$ cat config.mk
export PLATFORM = sky130hd
export DESIGN_NAME = fpu_issue_ctrl
export DESIGN_NICKNAME = d
export VERILOG_FILES = /design/src/rtl/fpu_issue_ctrl_pkg.sv /design/src/rtl/fpu_issue_ctrl_rr_arb2.sv /design/src/rtl/fpu_issue_ctrl.sv
export SDC_FILE = /design/constraint.sdc
export NUM_CORES = 1
export LEC_CHECK = 0
export ABC_AREA = 1
export CAP_MARGIN = 20
export CORE_ASPECT_RATIO = 1.25
export CORE_UTILIZATION = 40
export DETAILED_ROUTE_END_ITERATION = 16
export HOLD_SLACK_MARGIN = 0.03
export PLACE_DENSITY_LB_ADDON = 0.3
export SYNTH_ARGS = -nofsm -noshare
export SYNTH_HDL_FRONTEND = slang
export SYNTH_SLANG_ARGS = --single-unit
$ cat constraint.sdc
create_clock -name clk -period 4.37 [get_ports clk]
set_input_delay 0.437 -clock clk [delete_from_list [all_inputs] [get_ports clk]]
set_output_delay 0.437 -clock clk [all_outputs]
set_load 0.1 [all_outputs]
$ cat src/rtl/fpu_issue_ctrl_pkg.sv
// Shared definitions for the FPU issue controller: opcodes, word fields, controller states.
package fpu_issue_ctrl_pkg;

    localparam int DATA_W   = 16;
    localparam int OP_W     = 5;
    localparam int RD_W     = 4;
    localparam int SIGN_BIT = DATA_W - 1;

    localparam logic [OP_W-1:0] OP_ADDF = 5'h11;
    localparam logic [OP_W-1:0] OP_FTOI = 5'h12;
    localparam logic [OP_W-1:0] OP_ITOF = 5'h13;
    localparam logic [OP_W-1:0] OP_MULF = 5'h14;
    localparam logic [OP_W-1:0] OP_RECF = 5'h15;
    localparam logic [OP_W-1:0] OP_SUBF = 5'h16;

    typedef enum logic [1:0] {
        CTL_IDLE  = 2'd0,
        CTL_ISSUE = 2'd1,
        CTL_WAIT  = 2'd2,
        CTL_RESP  = 2'd3
    } ctl_state_t;

    // The legal opcodes form one contiguous range, ADDF..SUBF.
    function automatic logic op_is_legal(input logic [OP_W-1:0] op);
        return (op >= OP_ADDF) && (op <= OP_SUBF);
    endfunction

    function automatic logic [DATA_W-1:0] negate_word(input logic [DATA_W-1:0] w);
        return {~w[SIGN_BIT], w[SIGN_BIT-1:0]};
    endfunction

endpackage

$ cat src/rtl/fpu_issue_ctrl_rr_arb2.sv
// Two-way round-robin arbiter: on a tie the requester that did not win last time is granted.
module rr_arb2 (
    input  logic [1:0] valid,
    input  logic       last_grant,
    output logic [1:0] grant
);

    assign grant[0] = valid[0] & (~valid[1] | last_grant);
    assign grant[1] = valid[1] & (~valid[0] | ~last_grant);

endmodule

$ cat src/rtl/fpu_issue_ctrl.sv
// Shares one multi-cycle FPU between two requesters; latches the granted op, drives the FPU,
// and returns the result (or an error on illegal opcode / timeout) with requester id and tag.
module fpu_issue_ctrl
    import fpu_issue_ctrl_pkg::*;
#(
    parameter int MAX_LAT = 16,
    parameter int CNT_W   = 5
) (
    input  logic                 clk,
    input  logic                 rst_n,
    input  logic [1:0]           req_valid,
    output logic [1:0]           req_ready,
    input  logic [2*OP_W-1:0]    req_instr,
    input  logic [2*DATA_W-1:0]  req_op1,
    input  logic [2*DATA_W-1:0]  req_op2,
    input  logic [2*RD_W-1:0]    req_rd,
    output logic                 fpu_en,
    output logic [OP_W-1:0]      fpu_instr,
    output logic [DATA_W-1:0]    fpu_op1,
    output logic [DATA_W-1:0]    fpu_op2,
    input  logic [DATA_W-1:0]    fpu_result,
    input  logic                 fpu_done,
    output logic                 rsp_valid,
    input  logic                 rsp_ready,
    output logic                 rsp_id,
    output logic [RD_W-1:0]      rsp_rd,
    output logic [DATA_W-1:0]    rsp_result,
    output logic                 rsp_err,
    output logic                 busy
);

    // cnt holds the number of enable cycles already completed, so the
    // WAIT cycle seeing MAX_LAT-1 is the last of MAX_LAT enable cycles.
    localparam logic [CNT_W-1:0] LAST_CNT = CNT_W'(MAX_LAT - 1);

    ctl_state_t        state;
    logic              last_grant;
    logic [CNT_W-1:0]  cnt;
    logic [1:0]        grant;
    logic              gid;
    logic [OP_W-1:0]   sel_instr;
    logic [DATA_W-1:0] sel_op1;
    logic [DATA_W-1:0] sel_op2;
    logic [RD_W-1:0]   sel_rd;

    rr_arb2 u_arb (
        .valid      (req_valid),
        .last_grant (last_grant),
        .grant      (grant)
    );

    assign gid       = grant[1];
    assign sel_instr = gid ? req_instr[2*OP_W-1:OP_W]     : req_instr[OP_W-1:0];
    assign sel_op1   = gid ? req_op1[2*DATA_W-1:DATA_W]   : req_op1[DATA_W-1:0];
    assign sel_op2   = gid ? req_op2[2*DATA_W-1:DATA_W]   : req_op2[DATA_W-1:0];
    assign sel_rd    = gid ? req_rd[2*RD_W-1:RD_W]        : req_rd[RD_W-1:0];

    assign req_ready = (state == CTL_IDLE) ? grant : 2'b00;

    always_ff @(posedge clk or negedge rst_n) begin
        if (!rst_n) begin
            state      <= CTL_IDLE;
            last_grant <= 1'b1;
            cnt        <= '0;
            fpu_en     <= 1'b0;
            fpu_instr  <= '0;
            fpu_op1    <= '0;
            fpu_op2    <= '0;
            rsp_valid  <= 1'b0;
            rsp_id     <= 1'b0;
            rsp_rd     <= '0;
            rsp_result <= '0;
            rsp_err    <= 1'b0;
            busy       <= 1'b0;
        end else begin
            case (state)
                CTL_IDLE: begin
                    if (|grant) begin
                        last_grant <= gid;
                        rsp_id     <= gid;
                        rsp_rd     <= sel_rd;
                        busy       <= 1'b1;
                        if (op_is_legal(sel_instr)) begin
                            // SUBF runs on the FPU as ADDF with op2 negated.
                            fpu_instr <= (sel_instr == OP_SUBF) ? OP_ADDF : sel_instr;
                            fpu_op1   <= sel_op1;
                            fpu_op2   <= (sel_instr == OP_SUBF) ? negate_word(sel_op2) : sel_op2;
                            fpu_en    <= 1'b1;
                            state     <= CTL_ISSUE;
                        end else begin
                            rsp_result <= '0;
                            rsp_err    <= 1'b1;
                            rsp_valid  <= 1'b1;
                            state      <= CTL_RESP;
                        end
                    end
                end
                CTL_ISSUE: begin
                    // fpu_done here still belongs to the previous op.
                    cnt   <= CNT_W'(1);
                    state <= CTL_WAIT;
                end
                CTL_WAIT: begin
                    cnt <= cnt + CNT_W'(1);
                    if (fpu_done) begin
                        rsp_result <= fpu_result;
                        rsp_err    <= 1'b0;
                        rsp_valid  <= 1'b1;
                        fpu_en     <= 1'b0;
                        state      <= CTL_RESP;
                    end else if (cnt == LAST_CNT) begin
                        rsp_result <= '0;
                        rsp_err    <= 1'b1;
                        rsp_valid  <= 1'b1;
                        fpu_en     <= 1'b0;
                        state      <= CTL_RESP;
                    end
                end
                CTL_RESP: begin
                    if (rsp_ready) begin
                        rsp_valid <= 1'b0;
                        busy      <= 1'b0;
                        state     <= CTL_IDLE;
                    end
                end
                default: begin
                    state <= CTL_IDLE;
                end
            endcase
        end
    end

endmodule

==> summary.md, run 1 <==
| Metric | Value |
|---|---|
| Period Utilization, post-route | `between 60 and 70%` |
| DR iter-0 viols | `approximately 130` |
| Max Cap Viol | `0` |
| Seq/Total Area, Yosys | `47.3%` |
| Wire length of the first global-routing pass | `approximately 14 mm` |
| Most common cell after layout, fill and taps aside | `nand2_1` |
| Clock skew | `~0.0054 ns` |
| DIE WIDTH | `88.1 um` |
| Core ar. | `between 8000 and 9000 um2` |
| Die ar. | `between 9000 and 10000 um2` |
| Mean Syn Cell Area | `8.35 um2` |
| CTS tree | `yes` |
| Worst Path Arrival | `between 3 and 4 ns` |
| DRC | `0` |
| Crit-path max FO | `between 40 and 50` |
| Most frequent cells in the layout | `nand2_1 (174), clkdlybuf4s50_1 (164), dfrtp_1 (69)` |
| Layout area overhead | `49.0%` |
| Final setup fails | `0` |
| Clock buffer depth | `2` |
| Grt ovf | `0` |
| Syn nets | `between 500 and 600` |
| Multi-input gate area | `between 1500 and 2000 um2` |
| Unique masters post-synth | `31` |
| WL per Instance | `13.0 um` |
| Die Height | `110 um` |
| # placed instances | `711` |
| Vias in the first global route | `about 3200` |
| Crit path time final | `3.06 ns` |
| Register area | `between 1500 and 2000 um2` |
| Area of the mapped netlist | `approximately 3700 um2` |
| Ys Warns | `0` |
| DR vias/cell | `between 4 and 5` |
| HP Class | `input pin to asynchronous set/reset pin` |
| DR pass1 iterations | `4` |
| Final Hold Viols | `0` |
| Worst Path Required | `between 4 and 5 ns` |
| Row cnt | `38` |
| Clock-pin slew on the worst setup and hold paths | `0.06 ns` |
| Worst Setup Path Type | `input pin to flip-flop` |
| # IOs | `about 170` |
| Worst slew margin | `between 30% and 40%` |
| Total routed wirelength | `roughly 9.4 mm` |
| Critical path launch point | `req_valid[1]` |
| Post-CTS Setup Inserts | `0` |
| #FFs+latches synth | `70` |
| CTS Sinks | `70` |
| Worst slew pin tran | `1.01 ns` |
| Antenna Nets Post-Route | `0` |
| Fill count | `slightly below 800` |
| Clock latency on the worst-skew pair | `around 0.33 ns` |
| Max Slew Vio Count | `0` |
| CP endpoint kind | `flip-flop` |
| FF-to-FF Start | `last_grant` |
| Ant. Diodes | `0` |
| Non-filler cells in the finished layout | `between 700 and 800` |
| Post-synth EDFFs | `0` |
| Post-synthesis cell count | `444` |
| Hold_buf cts | `0` |
| Pin count of the biggest net entering global routing | `71` |
| Share of cells above drive strength 1 | `under 10%` |
| Startpoint types | `input pin` |
| Most used cell, CP | `nand2_1` |
| Clk Tree Root Cell | `clkbuf_8` |
| Detailed placement HPWL | `7.09 mm` |
| H-tree depth | `3` |
| PortBufs | `roughly 170` |
| Largest stage delay, worst path | `about 0.86 ns` |
| Slowest-stage cell, CP | `clkdlybuf4s50_1` |
| R2r setup slk | `1.75 ns` |
| RSZ-0062 raised after global routing | `no` |
| Total GRT Usage | `19.3%` |
| Fin Setup TNS | `0 ns` |
| RePlAce Congestion | `around 0.82` |
| Max Clk Rate | `around 330 MHz` |
| Post-CTS resize count | `0` |
| Initial antenna violation count | `0` |
| Post-synth ARST share | `between 90% and 100%` |
| Starting Density | `about two fifths` |
| Num CTS Buffers | `9` |
| Synth Flop Type | `dfrtp_1` |
| Outcome | `finished clean` |
| Via count | `about 3400` |
| Nets | `around 710` |
| Crit-path cells | `clkdlybuf4s50_1 -> nand2_4 -> nand2_1 -> nand2_1 -> nor2_4 -> nand4_2 -> nand2_2 -> nand2_1 -> nand2_1` |
-- worst max-delay path: cells and delay by family --
family,cells,cell delay [ns]
buf+inv,1,0.86
simple gates,8,2.01
-- flip-flops by register name (all words and copies together) (netlist names), 2 cells and up --
register	cells
cnt	5
fpu_instr	5
fpu_op1	16
fpu_op2	16
rsp_rd	4
rsp_result	16
state	2
-- logic make-up after synthesis --
family	count (synthesis)	synth area share (%)
fa+ha+maj	6	2.03
simple gates	254	29.5
mux	31	9.42
compound gates	23	3.61
flops	70	47.3
buf+inv	60	8.10
-- worst paths after layout --
kind                                  to  cells past startpoint
max                        rsp_result[4]                      9
min                           fpu_op1[4]                      1
max reg2reg                rsp_result[4]                      9
min reg2reg                 fpu_instr[4]                      1
max in group asynchronous       state[0]                      1
min in group clk            fpu_instr[4]                      1
-- final cells by class --
| cell class | instances | area share (%) |
|---|---|---|
| clock inverters | 2 | 0.181 |
| clock buffers | 13 | 2.51 |
| repair buffers | 168 | 30.3 |
| well taps | 120 | 2.72 |
| multi-input cells | 314 | 29.9 |
| inverters | 39 | 2.65 |
| flip-flops and latches | 70 | 31.7 |
-- layer usage --
metal	wire (um)	GRT usage (%)
met5	0	0
met4	125	7.95
met3	835	4.43
met2	4600	34.2
met1	3850	22.3
-- cell usage after synthesis (2+ instances only) --
| library cell | number | area share, % |
|---|---|---|
| inv_2 | 2 | 0.20 |
| o22ai_1 | 2 | 0.34 |
| buf_6 | 6 | 1.8 |
| a211oi_1 | 2 | 0.41 |
| buf_4 | 6 | 1.2 |
| nand2_2 | 2 | 0.34 |
| nor3_1 | 2 | 0.27 |
| nand4_1 | 4 | 0.68 |
| o21ai_0 | 9 | 1.2 |
| nand3b_1 | 4 | 0.81 |
| nand3_2 | 2 | 0.54 |
| nor2_1 | 28 | 2.8 |
| clkbuf_1 | 3 | 0.30 |
| ha_1 | 6 | 2.0 |
| nand2_1 | 174 | 18 |
| a31oi_1 | 4 | 0.68 |
| inv_1 | 37 | 3.7 |
| a21oi_1 | 4 | 0.54 |
| buf_2 | 6 | 0.81 |
| mux2_2 | 31 | 9.4 |
| nand3_1 | 32 | 4.3 |
| dfrtp_1 | 69 | 47 |
-- stage by stage --
step	hold slack [ns]	setup slack [ns]	utilization (%)	cell area, um2
finish	0.216	1.31	62.5	5520
global route	0.285	1.06	62.5	5520
CTS	0.237	1.35	62.5	5520
detailed placement	0.461	0.992	60.8	5370
global placement	0.450	1.12	60.8	5370
floorplan	0.141	0.896	-	3710
Power of run 1 is left out: the tool's default activity adds up to more than one toggle a clock period on the data nets, which glitch-free logic cannot reach.
==> run 2: changes to the inputs <==
Clock period 4.37 ns to 2.97 ns, I/O delays scaled along.
==> run 2 against run 1 <==
Via count about the same; first-iteration DRC count decreased by 0.80%; global-route usage up 1.1 points; count of clock-buffer cells in the layout is the same; critical path depth grew 1; worst setup slack lost 0.54 ns; die area is the same; sequential share of layout area rose by 0.48 points; clock skew rose by 0.00077 ns; final cell count up 0.41%; largest cell class unchanged.
==> summary.md, run 2 (synthesized netlist as in run 1, its figures left out) <==
| Metric | Value |
|---|---|
| Wire length of the first global-routing pass | `15.2 mm (+6.0%)` |
| CTS tree | `yes` |
| Crit path time final | `approximately 2.2 ns` |
| Final setup fails | `0 (unchanged)` |
| Via count | `3435 (-0.058%)` |
| Crit-path max FO | `18 (-61%)` |
| Max Clk Rate | `about 460 MHz` |
| Worst slew margin | `42.3% (+9.9 points)` |
| Nets | `716 (+0.56%)` |
| Worst Setup Path Type | `flip-flop to flip-flop` |
| Worst Path Arrival | `2.41 ns (-0.92 ns)` |
| CP endpoint kind | `flip-flop` |
| Total GRT Usage | `20.4% (+1.1 points)` |
| Busiest layer in global routing | `met2` |
| Grt ovf | `0 (unchanged)` |
| Clock buffer depth | `2 (unchanged)` |
| Layout area overhead | `46.8%` |
| Core ar. | `8840 um2 (unchanged)` |
| # IOs | `168 (unchanged)` |
| Clock-pin slew on the worst setup and hold paths | `0.07 ns (about the same)` |
| Clk Tree Root Cell | `clkbuf_8` |
| Hold_buf cts | `0 (unchanged)` |
| Period Utilization, post-route | `roughly three quarters` |
| Register-to-Register Path Depth | `10 (+1)` |
| DR vias/cell | `4.71 (-0.47%)` |
| M1 GR Usage | `24.9% (+2.6 points)` |
| Num CTS Buffers | `9 (unchanged)` |
| R2r setup slk | `0.78 ns (-0.97 ns)` |
| Clock latency on the worst-skew pair | `0.33 ns (about the same)` |
| Max Cap Viol | `0 (unchanged)` |
| Starting Density | `41.9% (unchanged)` |
| DR pass1 iterations | `4 (unchanged)` |
| Final Hold Viols | `0 (unchanged)` |
| Pre-CTS WS | `0.491 ns (-0.501 ns)` |
| Startpoint types | `flip-flop` |
| Detailed placement HPWL | `7.28 mm (+2.7%)` |
| RSZ-0062 raised after global routing | `no` |
| Post-CTS resize count | `0 (unchanged)` |
| Setup WS post-layout | `0.776 ns (-0.538 ns)` |
| DRC | `0 (unchanged)` |
| DR iter-0 viols | `124 (-0.80%)` |
| Initial antenna violation count | `0 (unchanged)` |
| Worst Path Required | `3.19 ns (-1.45 ns)` |
| Pin count of the biggest net entering global routing | `71 (unchanged)` |
| M3 GR Usage | `5.26% (+0.83 points)` |
| RePlAce Congestion | `0.837 (+2.2%)` |
| Clock skew | `0.00614 ns (+0.000774 ns)` |
| Outcome | `finished clean` |
| Die Height | `110 um (unchanged)` |
| Worst slew pin tran | `0.866 ns (-0.145 ns)` |
| Ant. Diodes | `0 (unchanged)` |
| DIE WIDTH | `88.1 um (unchanged)` |
| Die ar. | `9660 um2 (unchanged)` |
| GRT met2 Usage | `34.1% (-0.11 points)` |
| Most frequent cells in the layout | `nand2_1 (174), clkdlybuf4s50_1 (102), dfrtp_1 (69), buf_4 (69), inv_1 (37)` |
| Antenna Nets Post-Route | `0 (unchanged)` |
| CTS Sinks | `70 (unchanged)` |
| Post-CTS Setup Inserts | `0 (unchanged)` |
| End of the worst register-to-register path | `rsp_result[3]` |
| PortBufs | `167 (unchanged)` |
| Total routed wirelength | `9.71 mm (+3.1%)` |
| FF-to-FF Start | `last_grant` |
| Vias in the first global route | `3281 (+4.0%)` |
| Share of cells above drive strength 1 | `21.2% (+11 points)` |
| Fin Setup TNS | `0 ns (unchanged)` |
| Largest registers in the final layout | `fpu_op1 (16), fpu_op2 (16), rsp_result (16)` |
| Most common cell after layout, fill and taps aside | `nand2_1` |
| H-tree depth | `3 (unchanged)` |
| Row cnt | `38 (unchanged)` |
| Max Slew Vio Count | `0 (unchanged)` |
| HP Class | `input pin to asynchronous set/reset pin` |
| WL per Instance | `13.3 um (+2.7%)` |
run 2: cell types whose count changed in the layout (fill, tap and decap cells not counted):
cell | before | now
buf_12 | 0 | 1
clkbuf_8 | 9 | 12
a211oi_1 | 2 | 1
clkinv_2 | 2 | 1
buf_4 | 4 | 69
a211oi_2 | 0 | 1
clkdlybuf4s50_1 | 164 | 102
clkbuf_1 | 4 | 1
run 2: how the worst max path moves through the flow:
stage / from / slack (ns) / to / cells after the start
after detailed placement: req_valid[0] / 0.49 / rsp_result[3] / 11
after floorplan: last_grant / 0.42 / last_grant / 7
after global placement: req_valid[0] / 0.59 / rsp_result[10] / 11
after CTS: last_grant / 0.79 / rsp_result[3] / 10
final: last_grant / 0.78 / rsp_result[3] / 10
after global routing: last_grant / 0.57 / rsp_result[3] / 10
run 2: metrics by stage:
| stage | hold WS (ns) | area [um2] | instances | util [%] |
|---|---|---|---|---|
| after global placement | 0.455 | 5270 | 715 | 59.6 |
| after detailed placement | 0.457 | 5270 | 715 | 59.6 |
| after floorplan | 0.00141 | 3710 | 444 | - |
| after global routing | 0.151 | 5440 | 729 | 61.5 |
| after CTS | 0.0997 | 5440 | 729 | 61.5 |
| final | 0.0759 | 5440 | 729 | 61.5 |
run 2: final cells by class:
| class | instances | area [um2] |
|---|---|---|
| clock buffer | 13 | 169 |
| clock inverter | 1 | 5.00 |
| fill | 760 | 3400 |
| inverter | 39 | 146 |
| multi-input combinational | 314 | 1660 |
| sequential | 70 | 1750 |
| tap | 120 | 150 |
| timing repair buffer | 172 | 1560 |
run 2: per-layer routing:
| metal | share of wire [%] | routed length [um] |
|---|---|---|
| met1 | 42 | 4090 |
| met2 | 48 | 4630 |
| met3 | 9.0 | 873 |
| met4 | 1.1 | 111 |
| met5 | 0 | 0 |
run 2: critical path, cell delays in order, from the launching register on:
cell and delay, ns:
dfstp_2 0.54, nand2_2 0.19, nand2_4 0.22, nand2_1 0.07, nand2_1 0.11, nand3_2 0.14, nand4_2 0.15, buf_4 0.23
nand2_2 0.23, nand2_1 0.14, nand2_1 0.06
Power of run 2 is left out for the same reason.
==> run 3: changes to the inputs <==
Settings changed: CORE_UTILIZATION 40 to 38.
Clock period 2.97 ns to 1.9 ns, I/O delays scaled along.
==> run 3 against run 2 <==
Via count is 4.1% higher; flip-flop and latch count unchanged; final area up 9.9%; critical path depth down 5; register-to-register slack got worse by 0.66 ns; clock skew is 0.0013 ns higher; critical path type is now flip-flop to output port.
==> summary.md, run 3 (synthesized netlist as in run 1, its figures left out) <==
| Metric | Value |
|---|---|
| Wire length of the first global-routing pass | `16.6 mm (+9.0%)` |
| DR vias/cell | `4.67 (-0.82%)` |
| Startpoint types | `flip-flop` |
| HP Class | `input pin to asynchronous set/reset pin` |
| H-tree depth | `3 (unchanged)` |
| Max Cap Viol | `0 (unchanged)` |
| Setup WS post-layout | `0.0668 ns (-0.709 ns)` |
| R2r setup slk | `0.12 ns (-0.66 ns)` |
| Most frequent cells in the layout | `nand2_1 (173), clkdlybuf4s50_1 (102), buf_4 (89)` |
| Layout area overhead | `61.4%` |
| Period Utilization, post-route | `between 90% and 100%` |
| Num CTS Buffers | `9 (unchanged)` |
| Ant. Diodes | `0 (unchanged)` |
| Share of cells above drive strength 1 | `26.2% (+5.0 points)` |
| Outcome | `finished clean` |
| # placed instances | `742 (+3.8%)` |
| Worst Path Arrival | `1.64 ns (-0.77 ns)` |
| Clock latency on the worst-skew pair | `0.33 ns (about the same)` |
| Worst Setup Path Type | `flip-flop to output port` |
| # IOs | `168 (unchanged)` |
| Nets | `747 (+4.3%)` |
| Clk Tree Root Cell | `clkbuf_16` |
| DIE WIDTH | `90.3 um (+2.5%)` |
| Clock skew | `0.00744 ns (+0.00130 ns)` |
| Total GRT Usage | `20.4% (-0.023 points)` |
| Crit-path max FO | `6 (-12)` |
| Clock-pin slew on the worst setup and hold paths | `0.06 ns (about the same)` |
| Worst Path Required | `1.71 ns (-1.48 ns)` |
| Most common cell after layout, fill and taps aside | `nand2_1` |
| Pin count of the biggest net entering global routing | `41 (-42%)` |
| Grt ovf | `0 (unchanged)` |
| DRC | `0 (unchanged)` |
| Max Slew Vio Count | `0 (unchanged)` |
| Worst slew margin | `65.0% (+23 points)` |
| Worst slew pin tran | `0.523 ns (-0.343 ns)` |
| Multi-input gate area | `1720 um2 (+3.7%)` |
| Crit path time final | `about 1.8 ns` |
| Core ar. | `9320 um2 (+5.4%)` |
| Non-filler cells in the finished layout | `765 (+4.9%)` |
| Via count | `3575 (+4.1%)` |
| Antenna Nets Post-Route | `0 (unchanged)` |
| Pre-CTS WS | `-0.0802 ns (-0.571 ns)` |
| Register area | `1750 um2 (unchanged)` |
| RePlAce Congestion | `0.798 (-4.6%)` |
| WL per Instance | `13.2 um (-0.84%)` |
| Total routed wirelength | `10.1 mm (+4.1%)` |
| DR iter-0 viols | `141 (+14%)` |
| CP endpoint kind | `output port` |
| CTS tree | `yes` |
| Starting Density | `39.8% (-2.1 points)` |
| Row cnt | `39 (+2.6%)` |
| Max Clk Rate | `between 500 and 600 MHz` |
| Clock buffer depth | `2 (unchanged)` |
| Vias in the first global route | `3540 (+7.9%)` |
| Final Hold Viols | `0 (unchanged)` |
| Register-to-Register Path Depth | `10 (unchanged)` |
| Final setup fails | `0 (unchanged)` |
| Die ar. | `10200 um2 (+5.2%)` |
| Initial antenna violation count | `0 (unchanged)` |
| Fill count | `780 (+2.6%)` |
| CTS Sinks | `70 (unchanged)` |
| PortBufs | `167 (unchanged)` |
| Largest registers in the final layout | `fpu_op1 (16), fpu_op2 (16), rsp_result (16)` |
| End of the worst register-to-register path | `fpu_op1[1]` |
| Die Height | `112 um (+2.6%)` |
| Detailed placement HPWL | `7.55 mm (+3.7%)` |
| FF-to-FF Start | `last_grant` |
| DR pass1 iterations | `4 (unchanged)` |
[run 3: metrics by stage]
| stage | area, um2 | hold slack (ns) | utilization [%] | TNS, ns |
|---|---|---|---|---|
| floorplan | 3730 | -0.106 | - | 0 |
| global placement | 5570 | 0.155 | 59.7 | -0.138 |
| detailed placement | 5570 | 0.155 | 59.7 | -0.918 |
| CTS | 5880 | 0.365 | 63.1 | 0 |
| global route | 5980 | 0.408 | 64.2 | -0.0180 |
| finish | 5980 | 0.358 | 64.2 | 0 |
[run 3: critical path, cell delays in order (launching register included)]
cell,delay [ns]
dfrtp_1,0.42
inv_2,0.11
ha_4,0.20
clkinvlp_4,0.16
a211oi_4,0.21
buf_12,0.21
[run 3: worst max path at each step]
stage	slack, ns	from	end	cells after the start
after floorplan	0.02	state[0]	req_ready[0]	4
after CTS	0.02	state[0]	req_ready[0]	5
final	0.07	state[0]	req_ready[0]	5
after detailed placement	-0.08	req_valid[0]	rsp_err	10
after global placement	-0.03	req_valid[0]	rsp_err	10
after global routing	-0.01	state[0]	req_ready[0]	5
[run 3: timing repair]
action | in CTS | in global routing
setup endpoints to repair | 1 | 21
endpoints found under the hold margin | 29 | 0
pin swaps | 0 | 1
resized for setup | 1 | 13
buffers inserted | 0 | 6
hold buffers | 1 | 0
[run 3: layout make-up]
cell class | count | area share, %
timing repair buffer | 203 | 31.8
sequential | 70 | 29.3
multi-input combinational | 314 | 28.7
clock buffer | 13 | 4.35
tap | 123 | 2.57
inverter | 39 | 2.51
clock inverter | 3 | 0.711
[run 3: metal layers]
layer | GRT usage, % | wire, um | up-vias
met3 | 4.81 | 724 | 10
li1 | - | - | 1791
met5 | 0 | 0 | -
met1 | 23.5 | 4100 | 1637
met4 | 7.20 | 142 | 0
met2 | 36.8 | 5130 | 137
Power of run 3 is left out for the same reason.
